$ cat config.mk
export PLATFORM = sky130hd
export DESIGN_NAME = seg_scan_capture
export DESIGN_NICKNAME = d
export VERILOG_FILES = /design/src/rtl/seg_scan_capture_pkg.sv /design/src/rtl/seg_scan_capture_glyph_dec.sv /design/src/rtl/seg_scan_capture.sv
export SDC_FILE = /design/constraint.sdc
export NUM_CORES = 1
export LEC_CHECK = 0
export BUFFER_PORTS_ARGS = -buffer_cell sky130_fd_sc_hd__clkbuf_2
export CORE_ASPECT_RATIO = 0.8
export CORE_MARGIN = 5
export CORE_UTILIZATION = 65
export DETAILED_ROUTE_END_ITERATION = 12
export PLACE_DENSITY = 0.85
export SLEW_MARGIN = 10
export SYNTH_ARGS = -nofsm -noshare
export SYNTH_HDL_FRONTEND = slang
export SYNTH_SLANG_ARGS = --single-unit
$ cat constraint.sdc
create_clock -name clk -period 10.89 [get_ports clk]
set_input_delay 1.089 -clock clk [delete_from_list [all_inputs] [get_ports clk]]
set_output_delay 1.089 -clock clk [all_outputs]
set_load 0.02 [all_outputs]
$ cat src/rtl/seg_scan_capture_pkg.sv
// seg_scan_capture_pkg: glyph encodings, digit codes and capture FSM states
package seg_scan_capture_pkg;
  localparam logic [6:0] SEG_0 = 7'h7E;
  localparam logic [6:0] SEG_1 = 7'h30;
  localparam logic [6:0] SEG_2 = 7'h6D;
  localparam logic [6:0] SEG_3 = 7'h79;
  localparam logic [6:0] SEG_4 = 7'h33;
  localparam logic [6:0] SEG_5 = 7'h5B;
  localparam logic [6:0] SEG_6 = 7'h5F;
  localparam logic [6:0] SEG_7 = 7'h70;
  localparam logic [6:0] SEG_8 = 7'h7F;
  localparam logic [6:0] SEG_9 = 7'h73;
  localparam logic [6:0] SEG_BLANK = 7'h00;
  localparam logic [3:0] CODE_BLANK = 4'hF;
  localparam logic [3:0] CODE_ERR = 4'hE;
  typedef enum logic [1:0] {IDLE, SETTLE, HOLD} state_t;
endpackage

$ cat src/rtl/seg_scan_capture_glyph_dec.sv
// seg_glyph_dec: inverse seven-segment decoder, pattern to digit code plus error flag
module seg_glyph_dec
  import seg_scan_capture_pkg::*;
(
  input  logic [6:0] seg,
  output logic [3:0] code,
  output logic       err
);
  always_comb begin
    err = 1'b0;
    case (seg)
      SEG_0:     code = 4'd0;
      SEG_1:     code = 4'd1;
      SEG_2:     code = 4'd2;
      SEG_3:     code = 4'd3;
      SEG_4:     code = 4'd4;
      SEG_5:     code = 4'd5;
      SEG_6:     code = 4'd6;
      SEG_7:     code = 4'd7;
      SEG_8:     code = 4'd8;
      SEG_9:     code = 4'd9;
      SEG_BLANK: code = CODE_BLANK;
      default: begin
        code = CODE_ERR;
        err  = 1'b1;
      end
    endcase
  end
endmodule

$ cat src/rtl/seg_scan_capture.sv
// seg_scan_capture: samples a multiplexed 6-digit 7-seg bus and rebuilds frames and value
module seg_scan_capture
  import seg_scan_capture_pkg::*;
#(
  parameter int SETTLE_CYC  = 16,
  parameter int TIMEOUT_CYC = 1000000
) (
  input  logic        clk,
  input  logic        rst,
  input  logic [6:0]  i_seg,
  input  logic        i_seg_dp,
  input  logic [5:0]  i_seg_enb,
  output logic [23:0] o_digits,
  output logic [5:0]  o_dp,
  output logic        o_frame_vld,
  output logic [5:0]  o_value,
  output logic        o_value_vld,
  output logic        o_glyph_err,
  output logic        o_enb_err,
  output logic        o_stale
);
  logic [6:0] seg_s1, seg_s2;
  logic dp_s1, dp_s2;
  logic [5:0] enb_s1, enb_s2;
  logic [13:0] prev;
  state_t state, state_nx;
  logic [31:0] cnt, cnt_nx, tcnt;
  logic [5:0] seen, seen_nx, stg_dp, dp_nx;
  logic [23:0] stg, stg_nx;
  logic [2:0] idx;
  logic blank, valid, changed, enb_chg, capture, done, gerr, vok;
  logic [3:0] code, d1, d0;
  logic [5:0] val;
  seg_glyph_dec u_dec (.seg(seg_s2), .code(code), .err(gerr));
  assign blank   = enb_s2 == 6'h3F;
  assign valid   = $onehot(~enb_s2);
  assign changed = {enb_s2, seg_s2, dp_s2} != prev;
  assign enb_chg = enb_s2 != prev[13:8];
  assign o_stale = tcnt == 32'(TIMEOUT_CYC);
  always_comb begin
    idx = '0;
    for (int i = 0; i < 6; i++) idx = enb_s2[i] ? idx : 3'(i);
  end
  always_comb begin
    state_nx = state;
    cnt_nx = cnt;
    capture = 1'b0;
    case (state)
      IDLE: if (valid) begin
        state_nx = SETTLE;
        cnt_nx = '0;
      end
      SETTLE:
        if (!valid) state_nx = IDLE;
        else if (changed) cnt_nx = '0;
        else if (cnt == 32'(SETTLE_CYC - 1)) begin
          capture = 1'b1;
          state_nx = HOLD;
        end else cnt_nx = cnt + 32'd1;
      HOLD: if (enb_chg) begin
        state_nx = valid ? SETTLE : IDLE;
        cnt_nx = '0;
      end
      default: state_nx = IDLE;
    endcase
  end
  // staging view including this cycle's capture, so completion sees the new digit
  always_comb begin
    stg_nx = stg;
    dp_nx = stg_dp;
    for (int i = 0; i < 6; i++)
      if (capture && idx == 3'(i)) begin
        stg_nx[4*i +: 4] = code;
        dp_nx[i] = dp_s2;
      end
  end
  assign seen_nx = capture ? seen | (6'b1 << idx) : seen;
  assign done = capture && &seen_nx;
  assign d1 = stg_nx[7:4];
  assign d0 = stg_nx[3:0];
  assign vok = d1 <= 4'd5 && d0 <= 4'd9;
  assign val = 6'(d1) * 6'd10 + 6'(d0);
  always_ff @(posedge clk) begin
    if (rst) begin
      seg_s1 <= '0;
      seg_s2 <= '0;
      dp_s1 <= 1'b0;
      dp_s2 <= 1'b0;
      enb_s1 <= '1;
      enb_s2 <= '1;
      prev <= {6'h3F, 8'h00};
      state <= IDLE;
      cnt <= '0;
      tcnt <= '0;
      seen <= '0;
      stg <= '1;
      stg_dp <= '0;
      o_digits <= '1;
      o_dp <= '0;
      o_frame_vld <= 1'b0;
      o_value <= '0;
      o_value_vld <= 1'b0;
      o_glyph_err <= 1'b0;
      o_enb_err <= 1'b0;
    end else begin
      seg_s1 <= i_seg;
      seg_s2 <= seg_s1;
      dp_s1 <= i_seg_dp;
      dp_s2 <= dp_s1;
      enb_s1 <= i_seg_enb;
      enb_s2 <= enb_s1;
      prev <= {enb_s2, seg_s2, dp_s2};
      state <= state_nx;
      cnt <= cnt_nx;
      tcnt <= capture ? '0 : o_stale ? tcnt : tcnt + 32'd1;
      seen <= done ? '0 : seen_nx;
      stg <= stg_nx;
      stg_dp <= dp_nx;
      o_frame_vld <= done;
      if (done) begin
        o_digits <= stg_nx;
        o_dp <= dp_nx;
        o_value_vld <= vok;
        if (vok) o_value <= val;
      end
      o_glyph_err <= o_glyph_err | (capture & gerr);
      o_enb_err <= o_enb_err | (!blank & !valid);
    end
  end
endmodule

Yosys cells after proc, flatten, opt, wreduce, memory -nomap -nowiden

Index checks and enable logic that the tools add are counted.

Input port bits: 16
Bits in registers: 184
Logic and storage cells: 125
Output and inout bits: 41

Muxes and demuxes: 37
Shifts and indexed selects: 1
Bitwise operators: 6
Magnitude comparators: 2
$add $sub $neg: 8
$mul: 1
Equal/unequal tests: 29
Reductions and logical operators: 21

Operator list:

| operator                                               | count |
|---|---|
| 2-to-1 mux 32 bit                                      | 5 |
| one-hot mux 32 bit (3 select lines)                    | 1 |
| adder 32 x 1 -> 32 bit (second input constant)         | 2 |
| equality test 7 bit (second input constant)            | 8 |
| one-hot mux 4 bit (11 select lines)                    | 1 |
| equality test 32 x 20 -> 1 bit (second input constant) | 1 |
| equality test 32 x 4 -> 1 bit (second input constant)  | 1 |
| 2-to-1 mux 4 bit                                       | 6 |
| equality test 7 x 6 -> 1 bit (second input constant)   | 2 |
| 2-to-1 mux 2 bit                                       | 7 |
| != test 14 bit                                         | 1 |
| 2-to-1 mux 1 bit                                       | 13 |
| OR reduction 11 bit                                    | 1 |
| != test 3 bit (second input constant)                  | 3 |
| logical AND 1 bit                                      | 8 |
| logical NOT 7 bit                                      | 1 |
| adder 1 x 1 -> 2 bit                                   | 3 |
| adder 6 x 4 -> 6 bit                                   | 1 |
| equality test 3 x 1 -> 1 bit (second input constant)   | 2 |
| equality test 3 x 2 -> 1 bit (second input constant)   | 2 |
| equality test 3 bit (second input constant)            | 2 |
| equality test 6 bit (second input constant)            | 1 |
| 2-to-1 mux 3 bit                                       | 2 |
| 2-to-1 mux 6 bit                                       | 1 |
| 24 further kinds                                       | 30 |

Depth between registers and ports, before layout

Word-level depth: 12
Mapped depth: 20
Depth with buffers taken out: 20

By module

A second synthesis with hierarchy kept.

Cells, all modules: 889
Area total of the unflattened synthesis: 8080.2 sq um

Modules (own cells, without submodules):

| module           | cells each | area each (sq um) | times used | seq. area each (sq um) |
|---|---|---|---|---|
| seg_scan_capture | 838        | 7697.4            | 1          | 3683.5 |
| seg_glyph_dec    | 51         | 382.9             | 1          | 0.0 |

Worst setup path after synthesis

Ideal clock, no wire load.

Path type: register to register
From: reg enb_s2[0]
To: reg o_value[5]
Path buffers: 1
Data required time: 10.803 ns
Arrival time: 4.611 ns
Clock period less this slack: 4.699 ns
Stages on the path, launching flop included: 20
Library setup time: 0.087 ns
Path slack: 6.191 ns
Path through: dfxtp_1 fa_1 inv_1 fa_1 ha_1 inv_1 fa_1 and4b_1 nand3_1 nor3_1 and2_0 clkbuf_1 mux2_2 ha_1 inv_1 fa_1 o41ai_1 o31ai_1 xnor2_1 o31ai_1

Longest elaborated chain between the ends: 12
Elaborated cells between the ends (all ways): 22
Those cells by class: add/sub: 4; mul: 1; order compare: 2; eq/ne: 2; mux: 6; bitwise: 1; reduce/logical: 6

RTL lines:

| what                                       | RTL line                | RTL |
|---|---|---|
| start: declaration                         | seg_scan_capture.sv:24  | `logic [5:0] enb_s1, enb_s2;` |
| start signal: assignment                   | seg_scan_capture.sv:111 | `enb_s2 <= enb_s1;` |
| NOT 6 bit                                  | seg_scan_capture.sv:36  | `assign valid = $onehot(~enb_s2);` |
| adder 1 x 1 -> 2 bit (implied by the code) | seg_scan_capture.sv:36  |  |
| adder 2 x 2 -> 3 bit (implied by the code) | seg_scan_capture.sv:36  |  |
| adder 3 x 2 -> 3 bit (implied by the code) | seg_scan_capture.sv:36  |  |
| equality test 3 x 1 -> 1 bit               | seg_scan_capture.sv:36  |  |
| 2-to-1 mux 1 bit *                         | seg_scan_capture.sv:54  | `if (!valid) state_nx = IDLE;` |
| 2-to-1 mux 1 bit *                         | seg_scan_capture.sv:48  | `case (state)` |
| logical AND 1 bit *                        | seg_scan_capture.sv:72  | `if (capture && idx == 3'(i)) begin` |
| 2-to-1 mux 4 bit *                         | seg_scan_capture.sv:72  |  |
| via d0[1]                                  | seg_scan_capture.sv:32  | `logic [3:0] code, d1, d0;` |
| less-or-equal comparator 4 bit             | seg_scan_capture.sv:81  | `assign vok = d1 <= 4'd5 && d0 <= 4'd9;` |
| logical AND 1 bit                          | seg_scan_capture.sv:81  |  |
| AND reduction 2 bit (no source line)       | -                       |  |
| end signal: assignment                     | seg_scan_capture.sv:124 | `if (vok) o_value <= val;` |
| end: declaration                           | seg_scan_capture.sv:16  | `output logic [5:0] o_value,` |

The timed path passes the listed nets; every way through them passes the cells marked *.
A chain may end at the register's enable or synchronous reset.

Worst setup path in the final report

From: reg enb_s2[1]
To: reg o_value[5]

Longest elaborated chain between the ends: 12
Elaborated cells between the ends (all ways): 31
Those cells by class: add/sub: 4; mul: 1; order compare: 2; eq/ne: 3; shift: 1; mux: 11; bitwise: 2; reduce/logical: 7

RTL lines:

| what                                       | RTL line |
|---|---|
| NOT 6 bit                                  | seg_scan_capture.sv:36 |
| adder 1 x 1 -> 2 bit (implied by the code) | seg_scan_capture.sv:36 |
| adder 2 x 2 -> 3 bit (implied by the code) | seg_scan_capture.sv:36 |
| adder 3 x 2 -> 3 bit (implied by the code) | seg_scan_capture.sv:36 |
| equality test 3 x 1 -> 1 bit               | seg_scan_capture.sv:36 |
| 2-to-1 mux 1 bit                           | seg_scan_capture.sv:54 |
| 2-to-1 mux 1 bit                           | seg_scan_capture.sv:48 |
| logical AND 1 bit *                        | seg_scan_capture.sv:72 |
| 2-to-1 mux 4 bit *                         | seg_scan_capture.sv:72 |
| via d0[1]                                  | seg_scan_capture.sv:32 |
| less-or-equal comparator 4 bit             | seg_scan_capture.sv:81 |
| logical AND 1 bit                          | seg_scan_capture.sv:81 |
| AND reduction 2 bit (no source line)       | - |

Marked as above.

==> impl_metrics.ini <==
[placement]
io_buffers = 56
pre_cts_slack_ps = 5780
place_hpwl_mm = 10.9
dp_cells = 1074
gp_congestion = 0.939

[routing]
drt-wirelength-per-cell_um = 14.4
wl_mm = 15.9
vias = 6231
drt_pre_antenna_iters = 7
wl_met1_mm = 7.84
vias_per_cell = 5.63
final_antenna_net_count = 0
drtIter0Drc = 479
wl_met2_mm = 7.08
drcViolationCount = 0
dr_wl_met3_um = 709
highest_layer = met4

[floorplan]
die_area_mm2 = 0.0148
initial_core_util_pct = 66.3
die_x_um = 135
die_h_um = 110
core_area_mm2 = 0.0122
row_count = 36
io_pins = 57

[setup_path]
crit_family = adder cells
crit_buf_inv = 3
cp_slowest_stage_delay_ps = 530
reg2reg_from = enb_s2[1]
r2r_slack_ps = 5720
crit_type = flip-flop to flip-flop
crit_fanout = 7
crit_start = enb_s2[1]
critPathArrivalTime_ps = 5520
crit_top_cell = fa_1
cp-end-kind = flip-flop
cp-start-kind = flip-flop
cp.required_ps = 11240
crit_path_top_delay_cell = fa_1
path_cells = fa_1 -> inv_1 -> fa_1 -> ha_1 -> inv_1 -> fa_1 -> and4b_1 -> nand3_1 -> nor3_1 -> and2_0 -> mux2_2 -> ha_1 -> inv_1 -> fa_1 -> o41ai_1 -> o31ai_1 -> xnor2_1 -> o31ai_1

[hold_path]
hp-start = enb_s1[2]
worstHoldPathType = flip-flop to flip-flop

[layout]
nets = 953
diodes = 0
nFillCells = 891
syn_to_final_growth_pct = 11.6
fin_cells = 1106
drive_gt1_share_pct = 14.0
multi_input_area_mm2 = 0.00414
seq_area_mm2 = 0.00368

[synth]
yosys_warnings = 0
synth.cell_area_mm2 = 0.00809
synthTopCellsByCount = dfxtp_1 (184), nor2_1 (124), nand2_1 (56), xnor2_1 (39), xor2_1 (38)
synth_seq_area_share_pct = 45.5
ys_top_cells_by_area = dfxtp_1 (46%), nor2_1 (5.8%), xnor2_1 (4.2%)
synth_edf_count = 0
synth.avg_cell_area_um2 = 9.13
async_flop_share_pct = 0
synthFlopType = dfxtp_1
synth_top_cell_area_share_pct = 45.5
synth_top_cell_by_area = dfxtp_1
syn_inst = 886
ys_ff_latch = 184
yosysMostFrequentCell = dfxtp_1
syn_nets = 917
synth.distinct_cells = 70

[timing]
rsz0062_at_grt = no
skew_ps = 7.40
slew_violations = 0
fmax_mhz = 193
tightest_slew_ps = 1090
tns_ps = 0
hold_viol = 0
min_period_ps = 5170
finalCritPeriodShare_pct = 47.5
setup_ws_ps = 5720
fin_hold_ws_ps = 414
setup_viol_count_final = 0
slew_headroom_pct = 26.5

[global_routing]
grt_pass1_wl_mm = 27.0
grt_max_degree = 84
antenna_found_initial = 0
track_usage_pct = 22.7
grt_pass1_vias = 5751
overflow = 0

[cts]
root_buffer = clkbuf_16
post_cts_buffers = 0
cts_made_buffers = 17
htreeDepth = 4
cts_hold_buf = 0
cts-resized-gates = 0
clock-sinks = 184
clk_path_buf_depth = 2
path_clk_slew_ps = 60
clock_latency_ps = 430
cts_tree = yes

[power]
power_density_mw_per_mm2 = 151
ir_drop_mv = 0.119
p_leak_nw = 3.41
power_mw = 1.37

[run]
cap_violations = 0

[outcome]
status = finished, final reports clean
metal layers:
metal	global-route usage, %	vias to the layer above
met5	0	-
met4	8.43	0
met3	6.27	28
met2	34.8	140
met1	30.9	2920
li1	-	3143
metrics by stage:
stage          utilization [%]  instance area [um^2]
2_1_floorplan                -                  8090
3_3_place_gp              69.1                  8440
3_5_place_dp              69.1                  8440
4_1_cts                   74.0                  9030
5_1_grt                   74.0                  9030
6_report                  74.0                  9030
final timing paths:
check	endpoint	cells after the start
max	o_value[5]	18
min	enb_s2[2]	1
max reg2reg	o_value[5]	18
min reg2reg	enb_s2[2]	1
placed cells by master (no fill, tap or decap), drive strengths merged, types with 4 or more instances in the layout:
| cell | instances |
|---|---|
| a211o | 21 |
| a211oi | 10 |
| a21oi | 19 |
| and2 | 5 |
| and3 | 13 |
| and4 | 12 |
| buf | 5 |
| clkbuf | 75 |
| dfxtp | 184 |
| fa | 4 |
| ha | 11 |
| inv | 32 |
| mux2 | 4 |
| mux2i | 23 |
| nand2 | 57 |
| nand2b | 24 |
| nand3 | 32 |
| nand4 | 28 |
| nor2 | 124 |
| nor2b | 28 |
| nor3 | 18 |
| nor4 | 21 |
| nor4b | 8 |
| o21a | 6 |
| o21ai | 10 |
| or2 | 24 |
| or3 | 13 |
| xnor2 | 41 |
| xor2 | 38 |
cell type report:
type | instances | share of cell area, %
Multi-Input combinational cell | 635 | 45.9
Sequential cell | 184 | 40.8
Clock buffer | 20 | 5.06
Timing Repair Buffer | 60 | 3.46
Tap cell | 171 | 2.37
Clock inverter | 12 | 1.47
Inverter | 24 | 0.998
power by group:
| part | switching, mW | total, mW | internal, mW | leakage [nW] |
|---|---|---|---|---|
| Sequential | 0.0105 | 0.693 | 0.682 | 1.49 |
| Combinational | 0.0404 | 0.0659 | 0.0254 | 1.62 |
| Clock | 0.273 | 0.610 | 0.337 | 0.294 |
cells by family (layout without fill, tap and decap cells):
| kind of cell | count (synthesis) | after routing | share of synthesized area [%] |
|---|---|---|---|
| buffers and inverters | 67 | 116 | 3.28 |
| AO/OA/AOI/OAI | 97 | 97 | 8.72 |
| adder cells (fa/ha/maj) | 15 | 15 | 2.69 |
| flip-flops | 184 | 184 | 45.5 |
| AND/OR/NAND/NOR | 417 | 417 | 27.6 |
| multiplexers | 27 | 27 | 3.45 |
| XOR/XNOR | 79 | 79 | 8.74 |
flip-flops by register name (all words and copies together), names as in the netlist, 7 cells and up:
signal / count
seg_s1: 7
prev: 14
o_digits: 24
seg_s2: 7
stg: 24
tcnt: 32
cnt: 32
worst register-to-register path, stage by stage (launching register included):
cell and delay [ps]:
dfxtp_1 390, fa_1 530, inv_1 50, fa_1 480, ha_1 130, inv_1 40
fa_1 480, and4b_1 270, nand3_1 100, nor3_1 430, and2_0 400, mux2_2 260
ha_1 180, inv_1 60, fa_1 450, o41ai_1 380, o31ai_1 140, xnor2_1 140
o31ai_1 180
No activity file was read; power rests on OpenSTA's default activity.
